File: config.mk
export PLATFORM = sky130hd
export DESIGN_NAME = fetch_unit
export DESIGN_NICKNAME = d
export VERILOG_FILES = /design/src/rtl/mips32_pkg.sv /design/src/rtl/inst_fifo.sv /design/src/rtl/fetch_unit.sv
export SDC_FILE = /design/constraint.sdc
export NUM_CORES = 1
export LEC_CHECK = 0
export BUFFER_PORTS_ARGS = -buffer_cell sky130_fd_sc_hd__buf_2
export CORE_UTILIZATION = 50
export DETAILED_ROUTE_END_ITERATION = 12
export PLACE_DENSITY = 0.7
export SLEW_MARGIN = 20
export SYNTH_ARGS = -nofsm -noshare
export SYNTH_HDL_FRONTEND = slang
export SYNTH_SLANG_ARGS = --single-unit
File: constraint.sdc
create_clock -name clk -period 6.01 [get_ports clk]
set_clock_uncertainty 0.1 [all_clocks]
set_input_delay 0.3005 -clock clk [delete_from_list [all_inputs] [get_ports clk]]
set_output_delay 0.3005 -clock clk [all_outputs]
set_load 0.05 [all_outputs]
File: src/rtl/mips32_pkg.sv
// Types and constants shared by the mips32 front end.
// The fetch stage and its prefetch FIFO both use fetch_entry_t.
package mips32_pkg;

    localparam int          INST_W           = 32;
    localparam logic [31:0] PC_INC           = 32'd4;
    localparam logic [31:0] DEFAULT_RESET_PC = 32'h0000_0000;

    typedef struct packed {
        logic [INST_W-1:0] inst;
        logic [31:0]       pc;
    } fetch_entry_t;

    // Instruction addresses are always word aligned.
    function automatic logic [31:0] align_pc(input logic [31:0] pc);
        return pc & ~32'd3;
    endfunction

endpackage

File: src/rtl/inst_fifo.sv
// Prefetch FIFO of {inst, pc} entries with a single-cycle flush.
// Whatever entry is at the head is always readable on o_head.
module inst_fifo
    import mips32_pkg::*;
#(
    parameter int DEPTH = 4,
    localparam int CNT_W = $clog2(DEPTH + 1)
) (
    input  logic               clk,
    input  logic               rst,
    input  logic               i_flush,
    input  logic               i_push,
    input  fetch_entry_t       i_entry,
    input  logic               i_pop,
    output fetch_entry_t       o_head,
    output logic [CNT_W-1:0]   o_count,
    output logic               o_empty
);

    localparam int PTR_W = $clog2(DEPTH);

    fetch_entry_t       r_mem [DEPTH];
    logic [PTR_W-1:0]   r_wr_ptr;
    logic [PTR_W-1:0]   r_rd_ptr;
    logic [CNT_W-1:0]   r_count;

    logic               w_do_push;
    logic               w_do_pop;

    assign o_empty   = (r_count == '0);
    assign w_do_push = i_push && !i_flush;
    assign w_do_pop  = i_pop && !i_flush && !o_empty;

    // NOTE: sequential state updates use <= so every register samples pre-edge values.
    always_ff @(posedge clk or posedge rst) begin
        if (rst) begin
            r_wr_ptr <= '0;
            r_rd_ptr <= '0;
            r_count  <= '0;
        end else if (i_flush) begin
            r_wr_ptr <= '0;
            r_rd_ptr <= '0;
            r_count  <= '0;
        end else begin
            if (w_do_push) r_wr_ptr <= r_wr_ptr + PTR_W'(1);
            if (w_do_pop)  r_rd_ptr <= r_rd_ptr + PTR_W'(1);
            r_count <= r_count + CNT_W'(w_do_push) - CNT_W'(w_do_pop);
        end
    end

    // NOTE: storage has no reset; r_count decides which entries are live.
    always_ff @(posedge clk) begin
        if (w_do_push) r_mem[r_wr_ptr] <= i_entry;
    end

    assign o_head  = r_mem[r_rd_ptr];
    assign o_count = r_count;

endmodule

File: src/rtl/fetch_unit.sv
// Instruction fetch stage: credit-limited sequential fetch, in-order responses
// tagged with their request PC, prefetch buffering and redirect flushing.
module fetch_unit
    import mips32_pkg::*;
#(
    parameter int          DEPTH    = 4,
    parameter logic [31:0] RESET_PC = DEFAULT_RESET_PC
) (
    input  logic        clk,
    input  logic        rst,
    output logic        imem_req_valid,
    output logic [31:0] imem_req_addr,
    input  logic        imem_req_ready,
    input  logic        imem_rsp_valid,
    input  logic [31:0] imem_rsp_data,
    input  logic        redirect_valid,
    input  logic [31:0] redirect_pc,
    output logic        inst_valid,
    output logic [31:0] inst,
    output logic [31:0] inst_pc,
    input  logic        inst_ready
);

    localparam int CNT_W = $clog2(DEPTH + 1);
    localparam int PTR_W = $clog2(DEPTH);

    logic [31:0]      r_fetch_pc;
    logic             r_req_valid;
    logic [CNT_W-1:0] r_outstanding;
    logic [CNT_W-1:0] r_discard;
    logic [31:0]      r_tag_q [DEPTH];
    logic [PTR_W-1:0] r_tag_wr;
    logic [PTR_W-1:0] r_tag_rd;

    logic             w_accept;
    logic             w_rsp;
    logic             w_push;
    logic             w_pop;
    logic             w_empty;
    logic [CNT_W-1:0] w_count;
    logic [CNT_W-1:0] w_count_next;
    logic [CNT_W-1:0] w_outstanding_next;
    logic [CNT_W-1:0] w_discard_next;
    logic [CNT_W:0]   w_credit_used;
    logic             w_req_valid_next;
    logic [31:0]      w_fetch_pc_next;
    fetch_entry_t     w_head;
    fetch_entry_t     w_rsp_entry;

    assign w_accept = r_req_valid && imem_req_ready;
    // A response with nothing in flight can only be stale, so it is ignored.
    assign w_rsp    = imem_rsp_valid && (r_outstanding != '0);
    assign w_push   = w_rsp && (r_discard == '0) && !redirect_valid;
    assign w_pop    = inst_valid && inst_ready;

    assign w_rsp_entry = '{inst: imem_rsp_data, pc: r_tag_q[r_tag_rd]};

    assign w_outstanding_next = r_outstanding + CNT_W'(w_accept) - CNT_W'(w_rsp);
    assign w_count_next       = redirect_valid ? '0
                              : w_count + CNT_W'(w_push) - CNT_W'(w_pop);
    assign w_credit_used      = {1'b0, w_count_next} + {1'b0, w_outstanding_next};
    assign w_req_valid_next   = (w_credit_used < (CNT_W + 1)'(DEPTH));

    assign w_fetch_pc_next = redirect_valid ? align_pc(redirect_pc)
                           : w_accept       ? r_fetch_pc + PC_INC
                           : r_fetch_pc;

    // NOTE: default first so every path assigns the signal and no latch is inferred.
    always_comb begin
        w_discard_next = r_discard;
        if (redirect_valid) begin
            w_discard_next = w_outstanding_next;
        end else if (w_rsp && (r_discard != '0)) begin
            w_discard_next = r_discard - CNT_W'(1);
        end
    end

    always_ff @(posedge clk or posedge rst) begin
        if (rst) begin
            r_fetch_pc    <= RESET_PC;
            r_req_valid   <= 1'b0;
            r_outstanding <= '0;
            r_discard     <= '0;
            r_tag_wr      <= '0;
            r_tag_rd      <= '0;
        end else begin
            r_fetch_pc    <= w_fetch_pc_next;
            r_req_valid   <= w_req_valid_next;
            r_outstanding <= w_outstanding_next;
            r_discard     <= w_discard_next;
            if (w_accept) r_tag_wr <= r_tag_wr + PTR_W'(1);
            if (w_rsp)    r_tag_rd <= r_tag_rd + PTR_W'(1);
        end
    end

    // Tags are never flushed: discarded responses still retire their entry.
    always_ff @(posedge clk) begin
        if (w_accept) r_tag_q[r_tag_wr] <= r_fetch_pc;
    end

    inst_fifo #(
        .DEPTH (DEPTH)
    ) u_inst_fifo (
        .clk     (clk),
        .rst     (rst),
        .i_flush (redirect_valid),
        .i_push  (w_push),
        .i_entry (w_rsp_entry),
        .i_pop   (w_pop),
        .o_head  (w_head),
        .o_count (w_count),
        .o_empty (w_empty)
    );

    assign imem_req_valid = r_req_valid;
    assign imem_req_addr  = r_fetch_pc;
    assign inst_valid     = !w_empty;
    assign inst           = w_empty ? '0 : w_head.inst;
    assign inst_pc        = w_empty ? '0 : w_head.pc;

endmodule

==> results of run 1 <==
-- where the power goes --
part / internal [W] / switching, W / leakage [nW]
combinational: 0.000891 / 0.00156 / 2.32
clock: 0.00159 / 0.00104 / 0.695
sequential: 0.00355 / 0.000234 / 3.89
total: 0.00603 / 0.00283 / 6.91
-- flip-flops by register name, indices dropped and copies added (netlist names), 3 cells and up --
signal and count:
u_inst_fifo.r_mem 248, imem_req_addr 30, r_tag_q 120, r_outstanding 3, u_inst_fifo.o_count 3, r_discard 3
-- what timing repair did --
action                                  CTS  global route
buffers inserted                          0             0
hold buffers                             63             0
endpoints found under the setup margin    0             0
hold endpoints to repair                206             0
-- final cells by class --
cell class,instances,area share [%]
Clock buffer,59,6.140
Sequential cell,416,61.76
Multi-Input combinational cell,390,20.40
Antenna cell,1,0.01261
Clock inverter,18,0.9455
Inverter,20,0.3845
Tap cell,442,2.786
Timing Repair Buffer,230,7.564
-- logic make-up after synthesis --
logic type / after synthesis / share of synthesized area, %
fa+ha+maj: 22 / 1.799
xor+xnor: 27 / 1.429
flops: 416 / 74.01
mux: 95 / 12.71
compound gates: 53 / 1.859
buf+inv: 66 / 1.686
simple gates: 189 / 6.478
other cells: 1 / 0.02265
-- metrics by stage --
step / std cells / power (W) / util, %
finish: 1576 / 0.008860 / 61.01
global route: 1575 / 0.009241 / 61.00
CTS: 1574 / 0.008944 / 60.91
detailed placement: 1434 / 0.006283 / 54.65
global placement: 1434 / 0.006247 / 54.65
floorplan: 872 / 0.005664 / -
-- cells in the final DEF (no fill, tap or decap), types with 5 or more instances in the layout --
cell | netlist | final
inv_1 | 19 | 18
clkinv_2 | 0 | 9
o21ai_0 | 26 | 26
or3_1 | 8 | 7
clkbuf_16 | 0 | 45
xnor2_1 | 20 | 20
clkinv_1 | 0 | 5
buf_2 | 7 | 161
a31oi_1 | 15 | 15
edfxtp_1 | 368 | 368
nand2_1 | 30 | 30
and2_1 | 69 | 65
o31ai_1 | 8 | 8
xor2_1 | 7 | 7
nor2_1 | 23 | 23
buf_4 | 6 | 5
nand4_1 | 10 | 10
dlygate4sd3_1 | 0 | 63
mux4_2 | 92 | 92
clkbuf_1 | 25 | 10
and4_1 | 5 | 5
ha_1 | 19 | 19
or4_1 | 8 | 8
dfrtp_1 | 48 | 44
nand3_1 | 13 | 13
-- routing by layer --
metal	track usage, %	share of wire [%]	up-vias
met3	3.090	6.2	53
li1	-	-	3895
met1	27.06	43	4440
met4	5.833	2.0	0
met5	0	0	-
met2	33.39	49	299
-- worst paths after layout --
kind                            depth (start not counted)                       to         start
worst max-delay path                                   14           imem_req_valid  r_discard[0]
worst min-delay path                                    4  u_inst_fifo.r_rd_ptr[1]    inst_ready
worst max register to register                         14           imem_req_valid  r_discard[0]
worst min register to register                          1              r_tag_wr[0]   r_tag_wr[0]
max in group asynchronous                               3  u_inst_fifo.r_rd_ptr[0]           rst
min in group asynchronous                               3        imem_req_addr[16]           rst
-- worst min-delay path, cell delays in order --
cell     delay [ps]
buf_2           110
nand3_1          80
xor2_1           60
nor2_1           70
==> impl_metrics.ini, run 1 <==
[sta]
finalCritPeriodShare_pct = 58.52
worst_slew_pin_slew_ps = 1016
finalHoldViolations = 0
whs_ps = 45.41
rsz0062_at_grt = false
relSlewSlack_pct = 32.29
fin_ws_ps = 2493
slew_viol_final = 0
period_needed_ps = 3517
setup_viol = 0
fin_setup_tns_ps = 0
fmax_mhz = 284.3

[cts]
cts_root_buf = clkbuf_16
cts_tree = done
cts_max_level = 2
cts.path.max_buffers = 3
numCtsBuffers = 42
cts_resized = 0
clock_latency_ps = 530
cts_sinks = 416
path_clk_slew_ps = 60

[floorplan]
die_h_microns = 184.0
die_x_microns = 184.0
dieArea_sq_um = 33840
initial_utilization_pct = 50.88
core-area_sq_um = 32540
ios = 168
core.rowCount = 66

[setup_path]
arrival_ps = 3860
end_kind = flip-flop
crit_top_cell = ha_1
cpLargestDelayFamily = adder cells
reg2reg_slack_ps = 2490
cp_cell_sequence = inv_1 -> ha_1 -> nand2b_1 -> nor3_1 -> inv_1 -> ha_1 -> inv_1 -> ha_1 -> fa_1 -> xnor2_1 -> nor2_1 -> ha_1 -> or3_1 -> a41oi_1
crit_type = reg -> reg
cp_max_fo = 6
cp_num_buf_inv = 3
crit_required_ps = 6350
critPathMaxStageDelay_ps = 640
start_kind = flip-flop
cp_slowest_cell = nor3_1

[layout]
finalInstanceArea_sq_um = 19850
n_fill_cell = 2430
regArea_sq_um = 12260
multiInputGateArea_sq_um = 4050
syn2layout_area_growth_pct = 19.91
drive_gt1_share_pct = 30.19
nNetsFinal = 1192

[logic_synthesis]
yosys_warnings = 0
synth_flop_cell = edfxtp_1
syn_inst = 869
synth_area_sq_um = 16550
yosysTopAreaCellShare_pct = 66.76
synth-seq-cells = 416
async_reset_ff_share_pct = 11.54
synth.largest_area_cell = edfxtp_1
ys_seq_area_share_pct = 74.01
avgSynthCellArea_sq_um = 19.05
synth_most_common_cell = edfxtp_1
synth.distinct_cells = 38
ys_top_cells_by_area = edfxtp_1, mux4_2, dfrtp_1
synth_edf_count = 368
synth_top_cells_by_count = edfxtp_1, mux4_2, and2_1

[placed_design]
io_buffers = 161
dpl_cell_area_sq_um = 17780
dp_hpwl_microns = 18100
pre_cts_ws_ps = 2483
gp_congestion = 0.7757

[detailed_routing]
drt-initial-drc-count = 661
drt-pass1-iter-count = 7
wl_per_cell_microns = 20.72
ant_nets = 0
vias = 8687
vias_per_cell = 5.512
routed_wl_microns = 32660
drc = 0

[power]
power.density_nw_per_um2 = 446.4
ir_drop_mv = 0.2120
p_leak_nw = 6.908

[grt]
gr-total-overflow = 0
antenna_found_initial = 1
grt_pass1_vias = 8927
grt_use_total_pct = 19.90
grt_pass1_wl_microns = 50630
grt_max_degree = 67

[flow_run]
cap_viol_max_count = 0

[status]
run_status = finished clean

[min_path]
hold_class = in -> reg
No activity file was read; power rests on OpenSTA's default activity.
==> run 2: changes to the inputs <==
--- a/config.mk
+++ b/config.mk
@@ -8,7 +8,7 @@
 export BUFFER_PORTS_ARGS = -buffer_cell sky130_fd_sc_hd__buf_2
 export CORE_UTILIZATION = 50
 export DETAILED_ROUTE_END_ITERATION = 12
-export PLACE_DENSITY = 0.7
+export PLACE_DENSITY = 0.73
 export SLEW_MARGIN = 20
 export SYNTH_ARGS = -nofsm -noshare
 export SYNTH_HDL_FRONTEND = slang
==> constraint.sdc (replaced) <==
create_clock -name clk -period 2.85 [get_ports clk]
set_clock_uncertainty 0.1 [all_clocks]
set_input_delay 0.1425 -clock clk [delete_from_list [all_inputs] [get_ports clk]]
set_output_delay 0.1425 -clock clk [all_outputs]
set_load 0.05 [all_outputs]
==> impl_metrics.ini, run 2 (synthesized netlist as in run 1, its figures left out) <==
[status]
run_status = finished, violations left
violations = negative setup slack

[sta]
finalCritPeriodShare_pct = 102.6
worst_slew_pin_slew_ps = 714.3
period_needed_ps = 2925
fmax_mhz = 341.9
setup_viol = 1
relSlewSlack_pct = 52.31
finalHoldViolations = 0
slew_viol_final = 0
fin_ws_ps = -74.59
whs_ps = 92.07
rsz0062_at_grt = true

[setup_path]
start_kind = flip-flop
timing.rr.start = r_outstanding[0]
startpoint = r_outstanding[0]
end_kind = flip-flop
arrival_ps = 3260
crit_type = reg -> reg
cp_max_fo = 2
crit_required_ps = 3190

[floorplan]
die_x_microns = 184.0
core.rowCount = 66
ios = 168
die_h_microns = 184.0
initial_utilization_pct = 50.88
dieArea_sq_um = 33840
core-area_sq_um = 32540

[layout]
regMostFlops = u_inst_fifo.r_mem
drive_gt1_share_pct = 34.26
layout_common_cells = edfxtp_1, buf_2, mux4_2
nNetsFinal = 1244
final_common_cell = edfxtp_1
diodes = 0
layout.cells.non_filler = 1627
finalInstanceArea_sq_um = 20430
largest_reg_flops = 248
syn2layout_area_growth_pct = 23.44
fin_util_pct = 62.80

[cts]
cts.path.max_buffers = 3
numCtsBuffers = 42
cts_tree = done
clock_latency_ps = 530
cts_max_level = 2
path_clk_slew_ps = 60
cts_root_buf = clkbuf_16
cts_sinks = 416

[placed_design]
io_buffers = 161
dpl.cell_count = 1480
dpl_cell_area_sq_um = 18260
gp_congestion = 0.8160
dp_hpwl_microns = 20790

[power]
seq_power_share_pct = 41.1
power.total_w = 0.01912
p_sw_share_pct = 32.52
p_int_w = 0.01290
pwr-share-clk_pct = 28.0
p_comb_share_pct = 30.8
switchingPower_w = 0.006217
power.density_nw_per_um2 = 935.6
p_leak_nw = 7.192
ir_drop_mv = 0.4431

[detailed_routing]
routed_wl_microns = 34560
vias_per_cell = 5.476
wl_per_cell_microns = 21.24
drt-initial-drc-count = 553
vias = 8910
ant_nets = 0
drc = 0
drt-pass1-iter-count = 5

[grt]
antenna_found_initial = 0
grt_max_degree = 66
grt_pass1_wl_microns = 52410
grt_use_total_pct = 20.77
gr-total-overflow = 0
grt_pass1_vias = 9358

[flow_run]
cap_viol_max_count = 0

[min_path]
min_from = redirect_valid
hold_class = in -> reg
==> run 2: cell types whose count changed in the layout (fill, tap and decap cells not counted), moves of 4 or more <==
cell / delta
clkbuf_8: -4
clkbuf_1: -6
and3_1: +4
and3_2: -4
buf_12: +11
clkinv_1: +6
buf_4: +38
inv_1: -4
inv_2: +5
ha_1: -4
==> run 2: what timing repair did <==
action / in CTS / in global routing
pin swaps: 11 / 10
resized for setup: 12 / 12
setup endpoints to repair: 2 / 9
endpoints found under the hold margin: 192 / 0
buffers inserted: 2 / 2
hold buffers: 66 / 0
==> run 2: cell type report <==
type / instances / area, sq um
clock inverters: 28 / 216.5
clock buffers: 49 / 1141
multi-input cells: 390 / 4164
repair buffers: 282 / 2024
fillers: 2295 / 12100
well taps: 442 / 553.0
flip-flops and latches: 416 / 12260
inverters: 20 / 75.07
==> run 2: power groups by stage <==
stage               combinational [W]  sequential [W]  clock, W
floorplan                     0.00399         0.00795         0
global placement              0.00551         0.00796         0
detailed placement            0.00559         0.00800         0
CTS                           0.00580         0.00789   0.00546
global route                  0.00631         0.00792   0.00568
finish                        0.00589         0.00787   0.00536
==> run 2: final timing paths <==
kind / endpoint / slack [ps] / cells after the start
max in group asynchronous: imem_req_addr[21] / 1730 / 4
min reg2reg: r_tag_wr[0] / 450 / 1
max reg2reg: imem_req_valid / -70 / 11
max: imem_req_valid / -70 / 11
min in group asynchronous: imem_req_addr[22] / 200 / 3
min: u_inst_fifo.o_count[2] / 90 / 3
==> run 2: per-stage QoR <==
step	TNS, ps	setup slack [ps]
after floorplan	-248.4	-248.4
after global placement	-186.8	-186.8
after detailed placement	-214.3	-214.3
after CTS	-127.5	-127.5
after global routing	-178.2	-178.2
final	-74.59	-74.59
==> run 2: worst max-delay path, cell delays in order, from the launching register on <==
cell and delay (ps):
dfrtp_1 410, o31ai_4 270, inv_1 90, ha_1 270, inv_1 40, ha_2 160
fa_2 370, xnor2_2 250, xnor2_2 160, ha_1 250, or3_4 330, a41oi_2 140
==> run 2: layer usage <==
| layer | part of all wire, % | routed length [microns] | up-vias | track usage [%] |
|---|---|---|---|---|
| met2 | 50 | 17320 | 304 | 35.48 |
| met5 | 0 | 0 | - | 0 |
| met4 | 2.4 | 841 | 0 | 6.300 |
| met1 | 42 | 14530 | 4553 | 27.54 |
| li1 | - | - | 3991 | - |
| met3 | 5.4 | 1868 | 62 | 3.308 |
==> run 3: changes to the inputs <==
--- a/config.mk
+++ b/config.mk
@@ -9,6 +9,7 @@
 export CORE_UTILIZATION = 50
 export DETAILED_ROUTE_END_ITERATION = 12
 export PLACE_DENSITY = 0.73
+export SETUP_SLACK_MARGIN = 0.05
 export SLEW_MARGIN = 20
 export SYNTH_ARGS = -nofsm -noshare
 export SYNTH_HDL_FRONTEND = slang
==> impl_metrics.ini, run 3 (synthesized netlist as in run 1, its figures left out) <==
[status]
run_status = finished, violations left
violations = negative setup slack

[sta]
slew_viol_final = 0
rsz0062_at_grt = true
finalHoldViolations = 0
fin_setup_tns_ps = -74.49
setup_viol = 1
fin_ws_ps = -74.49
worst_slew_pin_slew_ps = 719.7
fmax_mhz = 341.9
relSlewSlack_pct = 51.95
period_needed_ps = 2924
finalCritPeriodShare_pct = 102.6

[layout]
final_common_cell = edfxtp_1
layout.cells.non_filler = 1627
regMostFlops = u_inst_fifo.r_mem
n_fill_cell = 2298
finalInstanceArea_sq_um = 20450
syn2layout_area_growth_pct = 23.54
layout_common_cells = edfxtp_1, buf_2, mux4_2
multiInputGateArea_sq_um = 4164
drive_gt1_share_pct = 34.26
nNetsFinal = 1244
regArea_sq_um = 12260
diodes = 0
largest_reg_flops = 248

[setup_path]
rr_endpoint = imem_req_valid
end_kind = flip-flop
startpoint = r_outstanding[0]
r2r_cells = 11
crit_type = reg -> reg
arrival_ps = 3260
reg2reg_slack_ps = -70
crit_required_ps = 3190
start_kind = flip-flop
cp_max_fo = 2
timing.rr.start = r_outstanding[0]
endpoint = imem_req_valid

[detailed_routing]
ant_nets = 0
drt-pass1-iter-count = 5
routed_wl_microns = 34730
vias = 8934
vias_per_cell = 5.491
wl_per_cell_microns = 21.34
drc = 0
drt-initial-drc-count = 581

[grt]
antenna_found_initial = 0
grt_max_degree = 66
grt_use_total_pct = 20.92
grt_pass1_wl_microns = 52700
grt_pass1_vias = 9382
gr-total-overflow = 0

[floorplan]
dieArea_sq_um = 33840
ios = 168
initial_utilization_pct = 50.88
die_h_microns = 184.0
core-area_sq_um = 32540
core.rowCount = 66
die_x_microns = 184.0

[cts]
path_clk_slew_ps = 60
cts.path.max_buffers = 3
cts_max_level = 2
cts_sinks = 416
numCtsBuffers = 42
clock_latency_ps = 530
cts_tree = done
cts_root_buf = clkbuf_16

[placed_design]
dpl_cell_area_sq_um = 18260
pre_cts_ws_ps = -214.3
io_buffers = 161
dp_hpwl_microns = 20790
gp_congestion = 0.8160
dpl.cell_count = 1480

[power]
power.density_nw_per_um2 = 936.6
p_leak_nw = 7.197
ir_drop_mv = 0.4426

[min_path]
hold_class = in -> reg

[flow_run]
cap_viol_max_count = 0
[run 3: repair_timing]
item	4_1_cts	5_1_grt
hold buffers	66	0
setup endpoints to repair	6	2
setup buffers	3	1
gates resized for setup	12	13
hold endpoints to repair	192	0
pin swaps	11	10
[run 3: final cells by class]
class	count	area share, %
flip-flops and latches	416	59.95
multi-input cells	390	20.36
repair buffers	282	9.979
clock inverters	28	1.058
well taps	442	2.704
clock buffers	49	5.580
inverters	20	0.3671
[run 3: stage by stage]
step | power (W) | utilization [%] | hold WS, ps
after global placement | 0.01348 | 56.12 | 197.7
after floorplan | 0.01194 | - | 141.4
final | 0.01915 | 62.85 | 75.24
after CTS | 0.01920 | 62.64 | 53.38
after detailed placement | 0.01359 | 56.12 | 203.0
after global routing | 0.01995 | 62.85 | 84.62
[run 3: metal layers]
| metal | global-route usage (%) | share of wire, % | vias to the layer above | wire (microns) |
|---|---|---|---|---|
| met2 | 35.76 | 50 | 332 | 17360 |
| met3 | 3.427 | 5.7 | 65 | 1983 |
| met4 | 6.567 | 2.7 | 0 | 941 |
| li1 | - | - | 3996 | - |
| met1 | 27.57 | 42 | 4541 | 14440 |
| met5 | 0 | 0 | - | 0 |
[run 3: worst min-delay path by stage]
| stage | slack (ps) | startpoint | depth (start not counted) | endpoint |
|---|---|---|---|---|
| after detailed placement | 200 | rst | 2 | imem_req_addr[22] |
| after floorplan | 140 | imem_rsp_data[0] | 0 | u_inst_fifo.r_mem[0][32] |
| final | 80 | imem_rsp_valid | 6 | u_inst_fifo.r_wr_ptr[1] |
| after global routing | 80 | imem_rsp_valid | 6 | r_tag_rd[1] |
| after CTS | 50 | imem_rsp_valid | 6 | u_inst_fifo.r_wr_ptr[1] |
| after global placement | 200 | rst | 2 | imem_req_addr[4] |
[run 3: critical path, cell delays in order, from the launching register on]
cell and delay (ps):
dfrtp_1 410, o31ai_4 270, inv_1 90, ha_1 270, inv_1 40, ha_2 160
fa_2 370, xnor2_2 240, xnor2_2 160, ha_1 250, or3_4 330, a41oi_2 140
[run 3: power breakdown]
| part | total, W | internal (W) | switching [W] |
|---|---|---|---|
| Combinational | 0.00592 | 0.00230 | 0.00362 |
| Clock | 0.00536 | 0.00314 | 0.00222 |
| Sequential | 0.00787 | 0.00748 | 0.000384 |
